**config.mk**
```make
export PLATFORM = sky130hd
export DESIGN_NAME = sin_nco_flat
export DESIGN_NICKNAME = d
export VERILOG_FILES = /design/src/rtl/sin_nco_if.sv /design/src/rtl/sin_nco.sv /design/src/flat_wrapper.sv
export SDC_FILE = /design/constraint.sdc
export NUM_CORES = 1
export LEC_CHECK = 0
export CORE_ASPECT_RATIO = 0.8
export CORE_MARGIN = 2
export CORE_UTILIZATION = 55
export CTS_BUF_LIST = sky130_fd_sc_hd__clkbuf_16
export CTS_CLUSTER_DIAMETER = 80
export DETAILED_ROUTE_END_ITERATION = 6
export PLACE_DENSITY = 0.83
export SLEW_MARGIN = 40
export SYNTH_ARGS = -nofsm -noshare
export SYNTH_HDL_FRONTEND = slang
export SYNTH_SLANG_ARGS = --single-unit
```
**constraint.sdc**
```tcl
create_clock -name clk -period 7 [get_ports clk]
set_clock_uncertainty 0.2 [all_clocks]
set_input_delay 1.4 -clock clk [delete_from_list [all_inputs] [get_ports clk]]
set_output_delay 1.4 -clock clk [all_outputs]
set_load 0.005 [all_outputs]
```
**src/rtl/sin_nco_if.sv**
```systemverilog
// Bundle of the NCO control inputs, LUT address/data pair and sample outputs.
// The slave side is the NCO itself; the master side is whoever drives the
// phase controls and owns the external quarter-wave LUT.
interface sin_nco_if #(
  parameter int ACC_W = 24
);
  logic              en;
  logic              sync;
  logic [ACC_W-1:0]  fcw;
  logic [7:0]        lut_addr;
  logic [7:0]        lut_data;
  logic signed [8:0] sample_out;
  logic              sample_valid;
  logic              wrap_pulse;

  modport master (
    output en, sync, fcw, lut_data,
    input  lut_addr, sample_out, sample_valid, wrap_pulse
  );

  modport slave (
    input  en, sync, fcw, lut_data,
    output lut_addr, sample_out, sample_valid, wrap_pulse
  );
endinterface

```
**src/rtl/sin_nco.sv**
```systemverilog
// Phase accumulator NCO front end: accumulates fcw into a phase register,
// folds the phase into quadrant + quarter-wave index for an external LUT,
// then mirrors/negates the LUT value into a full-period signed sample.
// Two-stage pipeline: stage A registers the LUT address, stage B registers
// the signed sample. sync clears the phase and drops in-flight samples.
module sin_nco #(
  parameter int ACC_W = 24
) (
  input  logic     clk,
  input  logic     rst_n,
  sin_nco_if.slave bus
);

  logic [ACC_W-1:0]  phase_acc_r;
  logic              wrap_pulse_r;
  logic [7:0]        lut_addr_r;
  logic              neg_a_r;
  logic              vld_a_r;
  logic signed [8:0] sample_out_r;
  logic              sample_valid_r;

  logic              advance_s;
  logic              emit_s;
  logic [ACC_W:0]    sum_s;
  logic [1:0]        quad_s;
  logic [7:0]        idx_s;
  logic [7:0]        addr_next_s;
  logic signed [8:0] sample_next_s;

  // Phase field decode, quarter-wave folding and sample sign application.
  always_comb begin
    advance_s     = bus.en & ~bus.sync;
    emit_s        = vld_a_r & ~bus.sync;
    sum_s         = {1'b0, phase_acc_r} + {1'b0, bus.fcw};
    quad_s        = phase_acc_r[ACC_W-1 -: 2];
    idx_s         = phase_acc_r[ACC_W-3 -: 8];
    addr_next_s   = idx_s;
    sample_next_s = $signed({1'b0, bus.lut_data});
    // Odd quadrants walk the quarter wave backwards.
    if (quad_s[0]) begin
      addr_next_s = ~idx_s;
    end else begin
      addr_next_s = idx_s;
    end
    // Negative half period; negating zero stays zero in 9 bits.
    if (neg_a_r) begin
      sample_next_s = 9'sd0 - $signed({1'b0, bus.lut_data});
    end else begin
      sample_next_s = $signed({1'b0, bus.lut_data});
    end
  end

  // Phase accumulator; the wrap flag is the carry of an accepted advance.
  always_ff @(posedge clk) begin
    if (!rst_n) begin
      phase_acc_r  <= {ACC_W{1'b0}};
      wrap_pulse_r <= 1'b0;
    end else if (bus.sync) begin
      phase_acc_r  <= {ACC_W{1'b0}};
      wrap_pulse_r <= 1'b0;
    end else if (bus.en) begin
      phase_acc_r  <= sum_s[ACC_W-1:0];
      wrap_pulse_r <= sum_s[ACC_W];
    end else begin
      wrap_pulse_r <= 1'b0;
    end
  end

  // Stage A: LUT address and sign for the pre-increment phase.
  always_ff @(posedge clk) begin
    if (!rst_n) begin
      lut_addr_r <= 8'd0;
      neg_a_r    <= 1'b0;
      vld_a_r    <= 1'b0;
    end else begin
      vld_a_r <= advance_s;
      if (advance_s) begin
        lut_addr_r <= addr_next_s;
        neg_a_r    <= quad_s[1];
      end
    end
  end

  // Stage B: signed sample from the LUT value; sync drops the in-flight one.
  always_ff @(posedge clk) begin
    if (!rst_n) begin
      sample_out_r   <= 9'sd0;
      sample_valid_r <= 1'b0;
    end else begin
      sample_valid_r <= emit_s;
      if (emit_s) begin
        sample_out_r <= sample_next_s;
      end
    end
  end

  assign bus.lut_addr     = lut_addr_r;
  assign bus.sample_out   = sample_out_r;
  assign bus.sample_valid = sample_valid_r;
  assign bus.wrap_pulse   = wrap_pulse_r;

endmodule
```
**src/flat_wrapper.sv**
```systemverilog
// flat-port wrapper written by rule: the top's interface ports become plain ports
module sin_nco_flat 
#(
  parameter int ACC_W = 24
)
  (clk, rst_n, bus_en, bus_sync, bus_fcw, bus_lut_data, bus_lut_addr, bus_sample_out, bus_sample_valid, bus_wrap_pulse);
  sin_nco_if #(.ACC_W(ACC_W)) bus_i ();
  input  logic clk;
  input  logic rst_n;
  input wire logic [$bits(bus_i.en)-1:0] bus_en;
  input wire logic [$bits(bus_i.sync)-1:0] bus_sync;
  input wire logic [$bits(bus_i.fcw)-1:0] bus_fcw;
  input wire logic [$bits(bus_i.lut_data)-1:0] bus_lut_data;
  output wire logic [$bits(bus_i.lut_addr)-1:0] bus_lut_addr;
  output wire logic [$bits(bus_i.sample_out)-1:0] bus_sample_out;
  output wire logic [$bits(bus_i.sample_valid)-1:0] bus_sample_valid;
  output wire logic [$bits(bus_i.wrap_pulse)-1:0] bus_wrap_pulse;
  assign bus_i.en = bus_en;
  assign bus_i.sync = bus_sync;
  assign bus_i.fcw = bus_fcw;
  assign bus_i.lut_data = bus_lut_data;
  assign bus_lut_addr = bus_i.lut_addr;
  assign bus_sample_out = bus_i.sample_out;
  assign bus_sample_valid = bus_i.sample_valid;
  assign bus_wrap_pulse = bus_i.wrap_pulse;
  sin_nco #(.ACC_W(ACC_W)) u_core (.clk(clk), .rst_n(rst_n), .bus(bus_i));
endmodule
```
==> results.tsv, run 1 <==
metric	value	unit
hold_class	reg -> reg	
hold_end	u_core.bus.sample_valid	
ioPinCount	55	
htree_levels	2	
worst_hold_path.num_cells	1	
synth_cells	346	
nets	454	
critPathCaptureType	flop	
whs	0.261	ns
design_area	3710	µm²
rsz0062_at_grt	false	
total_leakage_power	0.00165	µW
power	664	µW
startpoint_type	primary input	
nFillCells	439	
slew_headroom	0.541	
cts_sinks	45	
globalRouteOverflowTotal	0	
yosysSeqAreaShare	0.300	
period_share	0.569	
regToRegSetupSlack	4.24	ns
core_area	5350	µm²
worstPathMaxFanout	4	
drtIter0Drc	152	
cp.arrival	3.96	ns
drc	0	
worstMarginPinSlew	0.686	ns
layout_min_cycle_time	3.98	ns
grt_use_total	0.237	
insertion_delay	0.29	ns
cts_tree	built	
antenna_cells	0	
clk_pin_slew	0.07	ns
netlist_area	3000	µm²
wire_per_inst	15.1	µm
synth_top_cells_by_area	dfxtp_1, ha_1, xnor2_1, mux2i_1, o211a_1	
antenna_found_initial	0	
hold_viol	0	
ctsHoldBuffers	0	
yosysTopAreaCellShare	0.300	
start_util	0.562	
p_int	475	µW
yosys_warnings	0	
syn_to_final_growth	23.5	%
combPwrFrac	0.224	
fmax	0.251	GHz
critPathKind	in -> reg	
synth_edf_count	0	
cts_made_buffers	5	
vias_per_cell	5.91	
cts_resized	0	
grt_pass1_vias	2490	
hp-start	u_core.vld_a_r	
syn_area_per_cell	8.68	µm²
grt_pass1_wl	11.5	mm
gp_congestion	0.901	
grt_max_degree	33	
final-setup-viol-count	0	
wirelength	6.92	mm
dp_hpwl	5.06	mm
clockBufferDepth	2	
synth_top_area_cell	dfxtp_1	
routed-via-count	2708	
drive_above_1_share	0.0509	
critical_path_required	6.98	ns
detail-route-antenna-nets	0	
swShare	0.284	
r2r-start	u_core.phase_acc_r[0]	
postCtsSetupRepairBufs	0	
async_flop_share	0	
drv_slew	0	
status	completed	
dieArea	6070	µm²
ir_worst_vdd	0.0000947	V
drtPass1Iterations	4	
fin_setup_tns	0	ns
rows	24	
yosys.cell_types.count	54	
r2r_cells	9	
placedInstanceArea	3560	µm²
r2r_end	u_core.phase_acc_r[22]	
power_frac_clock	0.359	
ys_ff_latch	45	
switchingPower	189	µW
seq_power_share	0.417	
multi_input_area	2000	µm²
die_h	70.1	µm
powerDensity	179	nW/µm²
die_w	86.6	µm
cap_violations	0	
numPortBuffers	54	
synth_fp_nets	408	
seqCellArea	901	µm²
cts-root-buf	clkbuf_16	
synth_flop_cell	dfxtp_1	
==> worst max-delay path, cell delays in order <==
cell and delay [ns]:
clkdlybuf4s50_1 0.40, ha_1 0.24, fa_1 0.42, a21oi_1 0.28, o21ai_1 0.18, a21oi_2 0.28, o21ai_2 0.13, a41oi_2 0.23
nor4_1 0.07, a311o_1 0.33
==> routing by layer <==
layer | wire length [µm] | GRT usage
met2 | 2960 | 0.360
met4 | 89 | 0.0712
met3 | 445 | 0.0402
met1 | 3420 | 0.343
met5 | 0 | 0
==> layout make-up <==
class | instances | share of cell area
clock buffers | 5 | 0.0337
clock inverters | 3 | 0.00574
inverters | 8 | 0.00810
multi-input cells | 277 | 0.540
flip-flops and latches | 45 | 0.243
well taps | 65 | 0.0219
repair buffers | 55 | 0.148
==> registers in the layout, summed over array words and instances (netlist names) <==
| name | cells |
|---|---|
| u_core.bus.lut_addr | 8 |
| u_core.bus.sample_out | 9 |
| u_core.bus.sample_valid | 1 |
| u_core.bus.wrap_pulse | 1 |
| u_core.neg_a_r | 1 |
| u_core.phase_acc_r | 24 |
| u_core.vld_a_r | 1 |
==> cell families (layout without fill, tap and decap cells) <==
logic type               count (synthesis)  count (layout)  share of synthesized area
AO/OA/AOI/OAI                           99              99                      0.233
XOR/XNOR                                30              30                     0.0875
adder cells (fa/ha/maj)                 26              26                      0.111
buffers and inverters                   24              71                     0.0362
flip-flops                              45              45                      0.300
multiplexers                            15              15                     0.0500
AND/OR/NAND/NOR                        107             107                      0.182
==> power by group through the flow <==
| stage | clock (µW) | combinational [µW] | sequential [µW] |
|---|---|---|---|
| floorplan | 0 | 98.3 | 280 |
| global placement | 0 | 143 | 282 |
| detailed placement | 0 | 146 | 282 |
| CTS | 242 | 148 | 277 |
| global route | 250 | 164 | 278 |
| finish | 238 | 149 | 277 |
==> layout by cell type, fill, tap and decap left out, drive strengths merged, types with 3 or more instances in the layout <==
cell type       n
clkdlybuf4s50  54
dfxtp          45
nand2          33
nor2           27
ha             25
o21ai          24
a21oi          20
xnor2          18
o211a          15
mux2i          15
xor2           12
inv             9
nor2b           8
nand3           7
nand2b          7
a211oi          6
a21o            6
a31oi           6
clkbuf          5
o31ai           4
nand4           4
nand3b          4
and3            3
a211o           3
nor3b           3
a21boi          3
==> synthesized netlist by cell type, types with 2 or more instances <==
cell type  instances
nand3_1            7
ha_1              25
o31ai_1            4
o21ai_0           20
o211ai_1           2
a211o_1            3
o211a_1           15
xnor2_1           18
nand2_1           33
o21ai_1            3
a31oi_1            6
and4_1             2
buf_4              2
clkbuf_1           8
nand3b_1           4
buf_1              2
a21oi_2            4
dfxtp_1           45
nor3b_1            3
nor2_1            27
nand4_1            4
buf_2              2
a211oi_1           6
nand2b_1           7
xor2_1            12
a21oi_1           16
inv_1              8
nor2b_1            8
mux2i_1           15
and3_1             3
a21boi_0           2
or3_1              2
a21o_1             6
and2_1             2
==> metrics by stage <==
stage	setup WS [ns]	util	cells
after CTS	3.02	0.693	458
final	3.02	0.694	458
after global routing	2.82	0.694	458
after global placement	2.86	0.665	450
after detailed placement	2.77	0.666	450
after floorplan	3.47	-	346
==> worst max path at each step <==
stage	startpoint	to	slack [ns]	cells after the start
5_1_grt	bus_fcw[0]	u_core.phase_acc_r[22]	2.82	10
3_3_place_gp	bus_fcw[0]	u_core.phase_acc_r[22]	2.86	10
4_1_cts	bus_fcw[0]	u_core.phase_acc_r[22]	3.02	10
2_1_floorplan	bus_fcw[0]	u_core.phase_acc_r[22]	3.47	9
3_5_place_dp	bus_fcw[0]	u_core.phase_acc_r[22]	2.77	10
6_report	bus_fcw[0]	u_core.phase_acc_r[22]	3.02	10
(Power assumes the default switching activity.)
==> run 2: changes to the inputs <==
- CORE_UTILIZATION: 55 -> 53
- PLACE_DENSITY: 0.83 -> 0.81
- clock period: 7 -> 4.1 ns (I/O delays scaled with it)
==> results.tsv, run 2 (synthesis results as in run 1) <==
metric	value	unit	change
post-route-util	0.689		-0.00471
grt_pass1_wl	11.1	mm	-3.8%
cts_tree	built		
r2r_cells	9		unchanged
gp_congestion	0.908		+0.80%
powerDensity	316	nW/µm²	+76%
period_share	0.827		
critPathCaptureType	flop		
clockBufferDepth	2		unchanged
placedInstanceArea	3600	µm²	+1.2%
rsz0062_at_grt	false		
worstPathBufferInverterCount	1		unchanged
htree_levels	2		unchanged
drive_above_1_share	0.0554		+0.00453
wirelength	6.85	mm	-0.90%
syn_to_final_growth	25.4	%	
drtIter0Drc	159		+4.6%
ir_worst_vdd	0.000248	V	+160%
total_leakage_power	0.00168	µW	+2.1%
ctsHoldBuffers	0		unchanged
path_cells	clkdlybuf4s50_1 -> ha_1 -> fa_1 -> a21oi_1 -> o21ai_1 -> a21oi_2 -> o21ai_2 -> a41oi_2 -> nor4_1 -> a311o_1		
slew_headroom	0.663		+0.122
routed-via-count	2719		+0.41%
start_util	0.549		-0.0123
antenna_cells	0		unchanged
grt_use_total	0.221		-0.0160
cts_resized	0		unchanged
ioPinCount	55		unchanged
power	1190	µW	+79%
drtPass1Iterations	5		+1
cts_made_buffers	5		unchanged
path_delay_family	compound AO/OA/AOI/OAI gates		
detail-route-antenna-nets	0		unchanged
cp_slowest_cell	fa_1		
core_area	5470	µm²	+2.2%
nFillCells	449		+2.3%
design_area	3760	µm²	+1.6%
multi_input_area	2000	µm²	-0.25%
cp_slowest_stage_delay	0.42	ns	about the same
drv_slew	0		unchanged
hold_viol	0		unchanged
fin_setup_tns	0	ns	unchanged
die_w	88.2	µm	+1.8%
largest_reg_flops	24		unchanged
critical_path_required	4.07	ns	-2.91 ns
insertion_delay	0.29	ns	about the same
mostFrequentLayoutCell	clkdlybuf4s50_1		
wire_per_inst	14.4	µm	-4.4%
fin_ws	0.708	ns	-2.31 ns
numPortBuffers	54		unchanged
layout_min_cycle_time	3.39	ns	
worst_hold_path.num_cells	1		unchanged
globalRouteOverflowTotal	0		unchanged
rows	24		unchanged
dp_hpwl	5.04	mm	-0.38%
crit_cells	10		unchanged
grt_pass1_vias	2440		-2.0%
worstMarginPinSlew	0.499	ns	-0.187 ns
top_register	u_core.phase_acc_r		
fmax	0.295	GHz	
worstPathMaxFanout	4		unchanged
nets	458		+0.88%
seqCellArea	901	µm²	unchanged
antenna_found_initial	0		unchanged
drc	0		unchanged
cts_sinks	45		unchanged
pre_cts_slack	0.485	ns	-2.28 ns
die_h	71.3	µm	+1.8%
final-setup-viol-count	0		unchanged
postCtsSetupRepairBufs	0		unchanged
dieArea	6290	µm²	+3.6%
hold_class	reg -> reg		
final_cell_mix	clkdlybuf4s50_1, dfxtp_1, nand2_1		
cap_violations	0		unchanged
cp.arrival	3.36	ns	-0.60 ns
startpoint_type	primary input		
grt_max_degree	21		-36%
cts-root-buf	clkbuf_16		
vias_per_cell	5.72		-3.2%
clk_pin_slew	0.07	ns	about the same
status	completed		
critPathKind	in -> reg		
## run 2: cell type report
cell class / instances / share of cell area
Clock buffer: 5 / 0.0332
Clock inverter: 3 / 0.0113
Inverter: 8 / 0.00798
Multi-Input combinational cell: 277 / 0.530
Sequential cell: 45 / 0.239
Tap cell: 78 / 0.0259
Timing Repair Buffer: 59 / 0.152
## run 2: final timing paths
| check | to | slack (ns) | start |
|---|---|---|---|
| setup / recovery | u_core.phase_acc_r[22] | 0.71 | bus_fcw[0] |
| hold / removal | u_core.bus.sample_valid | 0.25 | u_core.vld_a_r |
| setup reg to reg | u_core.phase_acc_r[22] | 1.35 | u_core.phase_acc_r[0] |
| hold reg to reg | u_core.bus.sample_valid | 0.25 | u_core.vld_a_r |
## run 2: metrics by stage
stage	hold slack [ns]	instances
after global placement	0.238	467
after CTS	0.252	475
final	0.253	475
after detailed placement	0.239	467
after floorplan	0.221	346
after global routing	0.272	475
## run 2: report_power, final
| group | leakage, µW | switching (µW) | total [µW] | internal, µW |
|---|---|---|---|---|
| registers | 0.000367 | 15.4 | 472 | 457 |
| clock network | 0.0000852 | 175 | 461 | 287 |
| logic | 0.00123 | 126 | 255 | 129 |
| total | 0.00168 | 316 | 1190 | 872 |
## run 2: worst register-to-register path, delay by kind of cell (launching register included)
kind | cells | cell delay, ns
AND/OR/NAND/NOR | 1 | 0.09
AO/OA/AOI/OAI | 6 | 1.39
adder cells (fa/ha/maj) | 2 | 0.64
flip-flops | 1 | 0.32
## run 2: metal layers
layer	wire (µm)	vias up	share of wire	global-route usage
met5	0	-	0	0
met1	3260	1260	0.48	0.308
met3	538	8	0.079	0.0622
li1	-	1353	-	-
met4	50	0	0.0073	0.0471
met2	3000	98	0.44	0.344
